==> src/rtl/alu_pkg.sv <==
// Shared types and constants for the ALU issue/capture stage.
// Latency: n/a (declarations only).
// Backpressure: n/a (declarations only).
package alu_pkg;

    // Operand/result width of the ALU that the sequencer wraps
    localparam int unsigned ALU_W = 8;

    // Opcode names; the sequencer forwards them without interpreting them
    localparam logic [1:0] OP_0 = 2'b00;
    localparam logic [1:0] OP_1 = 2'b01;
    localparam logic [1:0] OP_2 = 2'b10;
    localparam logic [1:0] OP_3 = 2'b11;

    // Sequencer control states, 2-bit encoding
    typedef enum logic [1:0] {
        IDLE = 2'd0,
        EXEC = 2'd1,
        HOLD = 2'd2
    } seq_state_t;

endpackage

==> src/rtl/alu_op_sequencer.sv <==
// Registers a command onto a combinational ALU, captures f after SETTLE extra cycles, presents the result.
// Latency: accept on edge N, result captured and res_valid high from edge N+1+SETTLE.
// Backpressure: cmd_ready low outside IDLE; result held in HOLD until res_ready.
module alu_op_sequencer
    import alu_pkg::*;
#(
    parameter int unsigned W      = ALU_W,
    parameter int unsigned SETTLE = 0
) (
    input  logic         clk,
    input  logic         rst_n,
    input  logic         cmd_valid,
    output logic         cmd_ready,
    input  logic [W-1:0] cmd_a,
    input  logic [W-1:0] cmd_b,
    input  logic [1:0]   cmd_op,
    input  logic         cmd_use_acc,
    output logic [W-1:0] alu_a,
    output logic [W-1:0] alu_b,
    output logic [1:0]   alu_op,
    input  logic [W-1:0] alu_f,
    output logic         res_valid,
    input  logic         res_ready,
    output logic [W-1:0] res_data,
    output logic [W-1:0] acc,
    output logic         busy
);

    // Settle count is held in 4 bits, so SETTLE beyond 15 is not representable
    localparam logic [3:0] SETTLE_CNT = 4'(SETTLE);

    seq_state_t   state_q,     state_d;
    logic [3:0]   wait_cnt_q,  wait_cnt_d;
    logic [W-1:0] alu_a_q,     alu_a_d;
    logic [W-1:0] alu_b_q,     alu_b_d;
    logic [1:0]   alu_op_q,    alu_op_d;
    logic         res_valid_q, res_valid_d;
    logic [W-1:0] res_data_q,  res_data_d;
    logic [W-1:0] acc_q,       acc_d;

    // Next-state and datapath update; every register holds unless its state says otherwise
    always_comb begin
        state_d     = state_q;
        wait_cnt_d  = wait_cnt_q;
        alu_a_d     = alu_a_q;
        alu_b_d     = alu_b_q;
        alu_op_d    = alu_op_q;
        res_valid_d = res_valid_q;
        res_data_d  = res_data_q;
        acc_d       = acc_q;

        case (state_q)
            IDLE: begin
                if (cmd_valid) begin
                    alu_a_d    = cmd_a;
                    // acc already holds the previous result here, so chained ops see it
                    alu_b_d    = cmd_use_acc ? acc_q : cmd_b;
                    alu_op_d   = cmd_op;
                    wait_cnt_d = SETTLE_CNT;
                    state_d    = EXEC;
                end
            end
            EXEC: begin
                if (wait_cnt_q != 4'd0) begin
                    wait_cnt_d = wait_cnt_q - 4'd1;
                end else begin
                    res_data_d  = alu_f;
                    acc_d       = alu_f;
                    res_valid_d = 1'b1;
                    state_d     = HOLD;
                end
            end
            HOLD: begin
                if (res_ready) begin
                    res_valid_d = 1'b0;
                    state_d     = IDLE;
                end
            end
            default: begin
                state_d     = IDLE;
                res_valid_d = 1'b0;
            end
        endcase
    end

    // State and datapath registers; reset discards any in-flight result and clears acc
    always_ff @(posedge clk or negedge rst_n) begin
        if (!rst_n) begin
            state_q     <= IDLE;
            wait_cnt_q  <= 4'd0;
            alu_a_q     <= '0;
            alu_b_q     <= '0;
            alu_op_q    <= 2'b00;
            res_valid_q <= 1'b0;
            res_data_q  <= '0;
            acc_q       <= '0;
        end else begin
            state_q     <= state_d;
            wait_cnt_q  <= wait_cnt_d;
            alu_a_q     <= alu_a_d;
            alu_b_q     <= alu_b_d;
            alu_op_q    <= alu_op_d;
            res_valid_q <= res_valid_d;
            res_data_q  <= res_data_d;
            acc_q       <= acc_d;
        end
    end

    // Handshake/status outputs decode the state register only, never the inputs
    assign cmd_ready = (state_q == IDLE);
    assign busy      = (state_q != IDLE);

    assign alu_a     = alu_a_q;
    assign alu_b     = alu_b_q;
    assign alu_op    = alu_op_q;
    assign res_valid = res_valid_q;
    assign res_data  = res_data_q;
    assign acc       = acc_q;

endmodule

==> config.mk <==
export PLATFORM = sky130hd
export DESIGN_NAME = alu_op_sequencer
export DESIGN_NICKNAME = d
export VERILOG_FILES = /design/src/rtl/alu_pkg.sv /design/src/rtl/alu_op_sequencer.sv
export SDC_FILE = /design/constraint.sdc
export NUM_CORES = 1
export LEC_CHECK = 0
export BUFFER_PORTS_ARGS = -buffer_cell sky130_fd_sc_hd__buf_4
export CORE_MARGIN = 5
export CORE_UTILIZATION = 46
export CTS_CLUSTER_DIAMETER = 120
export DETAILED_ROUTE_END_ITERATION = 8
export PLACE_DENSITY = 0.84
export SETUP_SLACK_MARGIN = 0.4
export SKIP_LAST_GASP = 1
export SLEW_MARGIN = 20
export SYNTH_ARGS = -nofsm -noshare
export SYNTH_HDL_FRONTEND = slang
export SYNTH_SLANG_ARGS = --single-unit
==> constraint.sdc <==
create_clock -name clk -period 1.6 [get_ports clk]
set_input_delay 0.32 -clock clk [delete_from_list [all_inputs] [get_ports clk]]
set_output_delay 0.32 -clock clk [all_outputs]
set_load 0.02 [all_outputs]
==> impl_metrics.csv, run 1 <==
group,metric,value,unit
run_status,status,"finished with violations",
run_status,violations,"setup timing",
synthesis,synth_compound_area_share,6.09,%
routing,antenna_left,0,
synthesis,synth_xor_area_share,0,%
routing,firstDrtPassIters,4,
sta,slew_viol_final,0,
sta,worst_slack,-19.5,ps
setup_path,crit_type,"flip-flop to flip-flop",
place,port_buffers,67,
floorplan,die-height,67.1,um
setup_path,crit_path_start_kind,"flip-flop",
setup_path,cp-end-kind,"flip-flop",
final_layout,insertedDiodeCount,0,
floorplan,die_width,67.1,um
setup_path,worstPathRequired,1820,ps
final_layout,drive_gt1_share,75.2,%
synthesis,yosys_register_bits,33,
power_and_ir_drop,peakVddDrop,1400,uV
clock_tree,clock_path_buffers,2,
setup_path,slowest_stage,"dfrtp_1",
synthesis,synth_top_family_by_area,"multiplexers",
floorplan,pin_count,68,
synthesis,synth.most_common_cell,"dfrtp_1",
clock_tree,clockRootBuffer,"clkbuf_4",
sta,timing.final.crit_share,101,%
synthesis,yosys.area_share.simple,11.2,%
clock_tree,numCtsBuffers,5,
sta,tightest_slew,422,ps
job,drv_cap,0,
place,placed_cell_area,2050,sq um
clock_tree,cts_max_level,2,
synthesis,yosysWarnings,0,
sta,setup_violations,4,
synthesis,seq_area_frac_synth,55.1,%
clock_tree,cts_tree,"yes",
routing,vias_per_cell,5.51,
sta,rsz0062_at_grt,"yes",
place,gp_congestion,0.829,
floorplan,rows,20,
power_and_ir_drop,p_total,0.00669,W
synthesis,synth_area_leaders,"dfrtp_1, mux2_2, mux2i_1",
synthesis,syn_inst,120,
sta,period_needed,1620,ps
hold_path,hold_class,"primary input to flip-flop",
sta,fmax,617,MHz
setup_path,path_buf_inv,1,
final_layout,stdcell_area,2800,sq um
synthesis,syn_area,1500,sq um
synthesis,synthAdderAreaFrac,0.835,%
sta,skew,11.1,ps
synthesis,postSynth.asyncResetShare,100,%
routing,vias,1488,
setup_path,rrSetupSlack,-20,ps
synthesis,syn_nets,152,
synthesis,syn_avg_cell_area,12.5,sq um
sta,hold_slack,169,ps
synthesis,synthFlopType,"dfrtp_1",
power_and_ir_drop,power_leakage,1.34,nW
place,place_ws,-21.1,ps
sta,hold_viol_final,0,
setup_path,cp_top_family,"simple AND/OR/NAND/NOR gates",
synthesis,synth.top_cell.area_share,55.1,%
global_route,grt_first_pass_wirelength,7560,um
final_layout,area_delta_synth_final,86.7,%
setup_path,max_stage_delay,420,ps
power_and_ir_drop,pwr_density_cell,2390,nW/um^2
final_layout,fin_nets,258,
routing,wl_per_cell,22.9,um
final_layout,seq_area,830,sq um
synthesis,synth_edf_count,0,
sta,slew_headroom,71.9,%
global_route,grt_usage,23.4,%
routing,drc,0,
routing,drt-initial-drc-count,109,
synthesis,post_synth_num_cell_types,29,
global_route,antenna_found_initial,0,
global_route,gr-total-overflow,0,
setup_path,worstPathMaxFanout,5,
final_layout,fillCellCount,118,
floorplan,die-area,4500,sq um
synthesis,synthMuxAreaShare,19.6,%
clock_tree,clk_latency,340,ps
place,hpwlAfterDp,2730,um
clock_tree,cts_sinks,33,
floorplan,initial_core_util,48.7,%
final_layout,final_util,90.9,%
setup_path,arrival,1840,ps
global_route,grt_pass1_vias,1523,
synthesis,yosys.area.top_type,"dfrtp_1",
synthesis,synth_common_cells,"dfrtp_1, mux2_2, nor2_1, buf_4",
final_layout,multi_input_area,758,sq um
global_route,grt_max_degree,34,
floorplan,coreArea,3080,sq um
clock_tree,clk_pin_slew,110,ps
routing,routed_wl,6170,um
setup_path,critical_path.cell_chain,"inv_2 > ha_4 > nor3b_4 > nand3_4 > mux2_2",
==> sequential cells by signal, summed over array words and instances (netlist names) <==
signal	flops
res_valid	1
alu_a	8
acc	8
state_q	2
alu_b	8
wait_cnt_q	4
alu_op	2
==> path summary, 6_finish.rpt <==
check,cells after the start,start,end
hold / removal,2,res_ready,state_q[1]
setup reg to reg,5,wait_cnt_q[1],acc[5]
setup / recovery,5,wait_cnt_q[1],acc[5]
min in group asynchronous,2,rst_n,wait_cnt_q[0]
hold reg to reg,1,alu_op[1],alu_op[1]
max in group asynchronous,2,rst_n,acc[0]
==> area by class of cell <==
type	instances	share of cell area (%)
multi-input cells	71	27.1
inverters	4	0.626
well taps	44	1.97
repair buffers	111	38.7
clock buffers	7	1.97
flip-flops and latches	33	29.6
==> power by group <==
group,internal (W),switching [W],total (W)
Sequential,0.00125,0.000454,0.00170
Clock,0.000207,0.000284,0.000492
Combinational,0.00248,0.00201,0.00449
==> stage by stage <==
step	std cells	setup TNS [ps]
floorplan	120	0
global placement	220	0
detailed placement	220	-147
CTS	256	0
global route	270	-287
finish	270	-52.2
==> repair_timing <==
action / CTS / global route
setup endpoints to repair: 65 / 70
resized for setup: 51 / 32
setup buffers: 26 / 13
hold endpoints to repair: 33 / 0
pin swaps: 7 / 4
hold buffers: 1 / 0
cloned: 2 / 1
==> cell families (layout without fill, tap and decap cells) <==
kind of cell	after synthesis	count (layout)
AND/OR/NAND/NOR	27	28
multiplexers	27	27
buffers and inverters	17	122
AO/OA/AOI/OAI	15	15
adder cells (fa/ha/maj)	1	1
flip-flops	33	33
==> placed cells by master, fill, tap and decap left out, types with 2 or more instances in the layout <==
| cell | synthesis | final |
|---|---|---|
| a21oi_2 | 0 | 8 |
| buf_12 | 0 | 3 |
| buf_4 | 9 | 60 |
| buf_6 | 1 | 44 |
| clkbuf_4 | 0 | 5 |
| dfrtp_1 | 33 | 30 |
| dfrtp_2 | 0 | 3 |
| inv_2 | 0 | 2 |
| mux2_2 | 19 | 8 |
| mux2_4 | 0 | 11 |
| mux2i_1 | 8 | 8 |
| nand2_1 | 4 | 4 |
| nand3_1 | 2 | 2 |
| nand3_4 | 1 | 2 |
| nor2_2 | 0 | 2 |
| nor2_4 | 0 | 7 |
| nor3b_4 | 1 | 2 |
==> metal layers <==
| metal | vias to the layer above | GRT usage [%] | wire [um] |
|---|---|---|---|
| met5 | - | 0 | 0 |
| met4 | 0 | 10.4 | 291 |
| met3 | 25 | 7.76 | 496 |
| met2 | 100 | 41.3 | 3340 |
| met1 | 740 | 25.1 | 2040 |
| li1 | 623 | - | - |
Power figures use the tool's default switching activity.
==> inputs of run 2 (changes only) <==
CELL_PAD_IN_SITES_DETAIL_PLACEMENT = 0   (was unset)
CELL_PAD_IN_SITES_GLOBAL_PLACEMENT = 2   (was unset)
CORE_UTILIZATION = 28   (was 46)
PLACE_DENSITY = 0.83   (was 0.84)
==> run 2 against run 1 <==
Global-route usage decreased by 10 points. Worst setup slack better by 110 ps. Final area down 9.0%. Power is 14% lower. Flip-flop and latch count did not move. Register-to-register slack gained 110 ps. Cell count grew 2.6%. Clock skew decreased by 9.1 ps. Non-clock buffer count shrank 19. The run now ends clean. Critical path depth is 1 higher.
==> impl_metrics.csv, run 2 (same netlist as run 1, synthesis figures left out) <==
group,metric,value,unit
final_layout,seq_area,831,sq um
clock_tree,cts_tree,"yes",
sta,fmax,661,MHz
setup_path,worstPathMaxFanout,3,
routing,firstDrtPassIters,4,
sta,tns,0,ps
sta,skew,2.02,ps
sta,rsz0062_at_grt,"yes",
setup_path,crit_type,"flip-flop to flip-flop",
final_layout,final_util,49.5,%
routing,vias,1268,
floorplan,initial_core_util,29.2,%
global_route,grt_pass1_vias,1406,
floorplan,coreArea,5140,sq um
global_route,gr-total-overflow,0,
setup_path,cp-end-kind,"flip-flop",
setup_path,r2r_start,"wait_cnt_q[0]",
final_layout,area_delta_synth_final,69.9,%
sta,timing.final.crit_share,94.5,%
final_layout,fin_nets,238,
final_layout,layout_commonest_cell,"buf_4",
sta,setup_violations,0,
power_and_ir_drop,power_leakage,1.21,nW
final_layout,fillCellCount,461,
sta,slew_headroom,71.9,%
sta,hold_slack,210,ps
final_layout,mostFrequentLayoutCells,"buf_4, dfrtp_1, buf_6",
floorplan,die-area,6920,sq um
power_and_ir_drop,comb_power_share,61.2,%
clock_tree,clk_latency,280,ps
sta,tightest_slew,422,ps
power_and_ir_drop,pwr_density_cell,2270,nW/um^2
hold_path,hp-start,"res_ready",
run_status,status,"complete, no violations",
clock_tree,clk_pin_slew,70,ps
power_and_ir_drop,seqPwrFrac,28.2,%
routing,routed_wl,4610,um
job,drv_cap,0,
global_route,grt_max_degree,34,
hold_path,hold_class,"primary input to flip-flop",
sta,period_needed,1510,ps
routing,drt-initial-drc-count,60,
setup_path,arrival,1730,ps
setup_path,crit_path_start_kind,"flip-flop",
place,hpwlAfterDp,3020,um
global_route,grt_usage,13.3,%
power_and_ir_drop,p_int,0.00349,W
clock_tree,cts_sinks,33,
power_and_ir_drop,swShare,39.5,%
routing,antenna_left,0,
routing,vias_per_cell,4.58,
routing,wl_per_cell,16.6,um
floorplan,rows,26,
clock_tree,cts_max_level,2,
clock_tree,clockRootBuffer,"clkbuf_8",
global_route,antenna_found_initial,0,
sta,slew_viol_final,0,
clock_tree,numCtsBuffers,5,
final_layout,multi_input_area,689,sq um
place,port_buffers,67,
power_and_ir_drop,p_clk_share,10.6,%
setup_path,critPathLaunch,"wait_cnt_q[0]",
global_route,grt_first_pass_wirelength,7330,um
floorplan,pin_count,68,
final_layout,insertedDiodeCount,0,
power_and_ir_drop,peakVddDrop,954,uV
place,dp.cells,249,
clock_tree,clock_path_buffers,2,
sta,hold_viol_final,0,
power_and_ir_drop,p_sw,0.00228,W
final_layout,stdcell_count,277,
place,gp_congestion,0.822,
setup_path,worstPathRequired,1820,ps
floorplan,die-height,83.2,um
routing,drc,0,
final_layout,drive_gt1_share,68.1,%
floorplan,die_width,83.2,um
[run 2: final timing paths]
path	endpoint	slack, ps	depth (start not counted)
setup / recovery	wait_cnt_q[1]	90	6
hold / removal	state_q[1]	210	2
setup reg to reg	wait_cnt_q[1]	90	6
hold reg to reg	alu_a[7]	520	1
max in group asynchronous	state_q[1]	750	2
min in group asynchronous	alu_a[7]	530	2
[run 2: power by group through the flow]
| stage | clock, W | sequential [W] | combinational [W] |
|---|---|---|---|
| after floorplan | 0 | 0.00196 | 0.00138 |
| after global placement | 0 | 0.00160 | 0.00265 |
| after detailed placement | 0 | 0.00162 | 0.00272 |
| after CTS | 0.000634 | 0.00159 | 0.00326 |
| after global routing | 0.000673 | 0.00168 | 0.00376 |
| final | 0.000614 | 0.00163 | 0.00353 |
[run 2: area by class of cell]
type,instances,share of cell area [%]
inverters,4,0.688
flip-flops and latches,33,32.6
well taps,70,3.44
multi-input cells,70,27.1
clock inverters,1,0.295
clock buffers,7,3.00
repair buffers,92,32.9
[run 2: worst max-delay path, cell delays in order (launching register included)]
cell and delay [ps]:
dfrtp_1 370, inv_2 70, ha_4 160, nor3b_4 160, buf_4 150, or4b_1 470, nand3_1 80
[run 2: metal layers]
| metal | vias to the layer above | part of all wire (%) | wire length, um | track usage, % |
|---|---|---|---|---|
| li1 | 585 | - | - | - |
| met1 | 624 | 40 | 1860 | 15.6 |
| met2 | 50 | 53 | 2450 | 23.2 |
| met3 | 9 | 4.9 | 224 | 3.37 |
| met4 | 0 | 1.6 | 72 | 5.20 |
| met5 | - | 0 | 0 | 0 |
[run 2: stage by stage]
| step | setup WS [ps] | instance area (sq um) | power (W) |
|---|---|---|---|
| final | 87.5 | 2550 | 0.00577 |
| after global routing | 34.5 | 2550 | 0.00611 |
| after CTS | 75.1 | 2420 | 0.00548 |
| after detailed placement | -50.1 | 2110 | 0.00434 |
| after global placement | 61.8 | 2110 | 0.00425 |
| after floorplan | 144 | 1560 | 0.00334 |
[run 2: what timing repair did]
item / CTS / global route
endpoints found under the hold margin: 33 / 0
resized for setup: 25 / 21
setup buffers: 12 / 5
hold buffers: 1 / 0
pin swaps: 7 / 3
setup endpoints to repair: 41 / 51
cloned: 2 / 0
==> inputs of run 3 (changes only) <==
RECOVER_POWER = 25   (was unset)
==> run 3 against run 2 <==
Register-to-register slack about the same. Non-clock buffer count is the same. First-iteration DRC count unchanged. Sequential power about the same. Final area barely moved. Routed wire length hardly changed. Clock power hardly changed. Sequential share of layout area is essentially flat. Combinational power barely moved. Die area unchanged. Hold slack is essentially flat. Via count barely moved. Critical endpoint unchanged. Largest power group unchanged.
==> impl_metrics.csv, run 3 (same netlist as run 1, synthesis figures left out) <==
group,metric,value,unit
place,hpwlAfterDp,3020,um
setup_path,max_stage_delay,470,ps
floorplan,coreArea,5140,sq um
final_layout,insertedDiodeCount,0,
routing,firstDrtPassIters,4,
clock_tree,clockRootBuffer,"clkbuf_8",
place,gp_congestion,0.822,
hold_path,hold_class,"primary input to flip-flop",
setup_path,cp-endpoint,"wait_cnt_q[1]",
routing,drc,0,
setup_path,worstPathMaxFanout,3,
routing,antenna_left,0,
final_layout,layout_commonest_cell,"buf_4",
final_layout,fin_nets,238,
final_layout,area_delta_synth_final,69.7,%
floorplan,die_width,83.2,um
final_layout,stdcell_count,277,
global_route,grt_pass1_vias,1406,
setup_path,crit_type,"flip-flop to flip-flop",
routing,drt-initial-drc-count,60,
setup_path,cp_top_family,"simple AND/OR/NAND/NOR gates",
setup_path,crit_path_start_kind,"flip-flop",
setup_path,arrival,1730,ps
global_route,grt_usage,13.3,%
routing,routed_wl,4610,um
routing,vias,1267,
setup_path,worstPathRequired,1820,ps
run_status,status,"complete, no violations",
place,dp.cells,249,
final_layout,multi_input_area,689,sq um
sta,period_needed,1510,ps
power_and_ir_drop,pwr_density_cell,2270,nW/um^2
routing,vias_per_cell,4.57,
place,place_ws,-50.1,ps
final_layout,drive_gt1_share,68.1,%
floorplan,initial_core_util,29.2,%
global_route,grt_first_pass_wirelength,7330,um
power_and_ir_drop,peakVddDrop,954,uV
place,placed_cell_area,2110,sq um
clock_tree,clock_path_buffers,2,
setup_path,r2r_start,"wait_cnt_q[0]",
sta,slew_viol_final,0,
setup_path,cp-end-kind,"flip-flop",
setup_path,rrSetupSlack,90,ps
setup_path,rr_worst_depth,6,
clock_tree,cts_tree,"yes",
sta,hold_viol_final,0,
sta,setup_violations,0,
sta,slew_headroom,44.8,%
clock_tree,cts_max_level,2,
setup_path,r2r-end,"wait_cnt_q[1]",
floorplan,die-area,6920,sq um
floorplan,die-height,83.2,um
floorplan,rows,26,
final_layout,mostFrequentLayoutCells,"buf_4, dfrtp_1, buf_6",
setup_path,critPathLaunch,"wait_cnt_q[0]",
setup_path,worstSetupPathDepth,6,
setup_path,path_buf_inv,2,
global_route,antenna_found_initial,0,
clock_tree,clk_latency,280,ps
final_layout,fillCellCount,462,
floorplan,pin_count,68,
global_route,gr-total-overflow,0,
clock_tree,numCtsBuffers,5,
sta,skew,2.02,ps
setup_path,critical_path.cell_chain,"inv_2 > ha_4 > nor3b_4 > buf_4 > or4b_1 > nand3_1",
final_layout,stdcell_area,2540,sq um
final_layout,seq_area,831,sq um
sta,timing.final.crit_share,94.6,%
clock_tree,clk_pin_slew,70,ps
power_and_ir_drop,power_leakage,1.21,nW
sta,tns,0,ps
place,port_buffers,67,
sta,tightest_slew,828,ps
job,drv_cap,0,
sta,worst_slack,87.2,ps
setup_path,slowest_stage,"or4b_1",
routing,wl_per_cell,16.6,um
clock_tree,cts_sinks,33,
global_route,grt_max_degree,34,
sta,fmax,661,MHz
sta,rsz0062_at_grt,"yes",
run 3: cell count changes in the layout (fill, tap and decap cells not counted), sizes merged:
| cell | before | now |
|---|---|---|
| buf | 91 | 90 |
| clkbuf | 7 | 8 |
run 3: final cells by class:
class / count / share of cell area [%]
Timing Repair Buffer: 92 / 32.8
Inverter: 4 / 0.689
Clock buffer: 7 / 3.00
Sequential cell: 33 / 32.7
Clock inverter: 1 / 0.295
Multi-Input combinational cell: 70 / 27.1
Tap cell: 70 / 3.44
run 3: worst min-delay path by stage:
| stage | depth (start not counted) | slack [ps] | from | end |
|---|---|---|---|---|
| 6_report | 2 | 210 | res_ready | state_q[1] |
| 5_1_grt | 2 | 210 | res_ready | state_q[1] |
| 4_1_cts | 2 | 210 | res_ready | state_q[1] |
| 3_5_place_dp | 1 | 290 | rst_n | alu_a[7] |
| 3_3_place_gp | 1 | 280 | rst_n | alu_a[7] |
| 2_1_floorplan | 0 | 20 | rst_n | acc[0] |
run 3: timing repair:
item / 4_1_cts / 5_1_grt
hold endpoints to repair: 33 / 0
pin swaps: 7 / 3
setup endpoints to repair: 41 / 51
gates cloned: 2 / 0
hold buffers: 1 / 0
resized for setup: 25 / 21
setup buffers: 12 / 5
run 3: routing by layer:
layer / GRT usage, % / vias up / wire (um)
li1: - / 584 / -
met1: 15.6 / 624 / 1850
met2: 23.2 / 50 / 2460
met3: 3.37 / 9 / 224
met4: 5.20 / 0 / 72
met5: 0 / - / 0
run 3: stage by stage:
step / hold slack [ps] / total power [W] / util, %
global placement: 281 / 0.00425 / 41.0
global route: 207 / 0.00611 / 49.5
finish: 211 / 0.00577 / 49.5
floorplan: 24.4 / 0.00334 / -
CTS: 205 / 0.00548 / 47.2
detailed placement: 293 / 0.00434 / 41.0
run 3: power by group:
part,switching (W),internal [W]
registers,0.000368,0.00126
clock network,0.000306,0.000308
logic,0.00160,0.00193
total,0.00228,0.00349
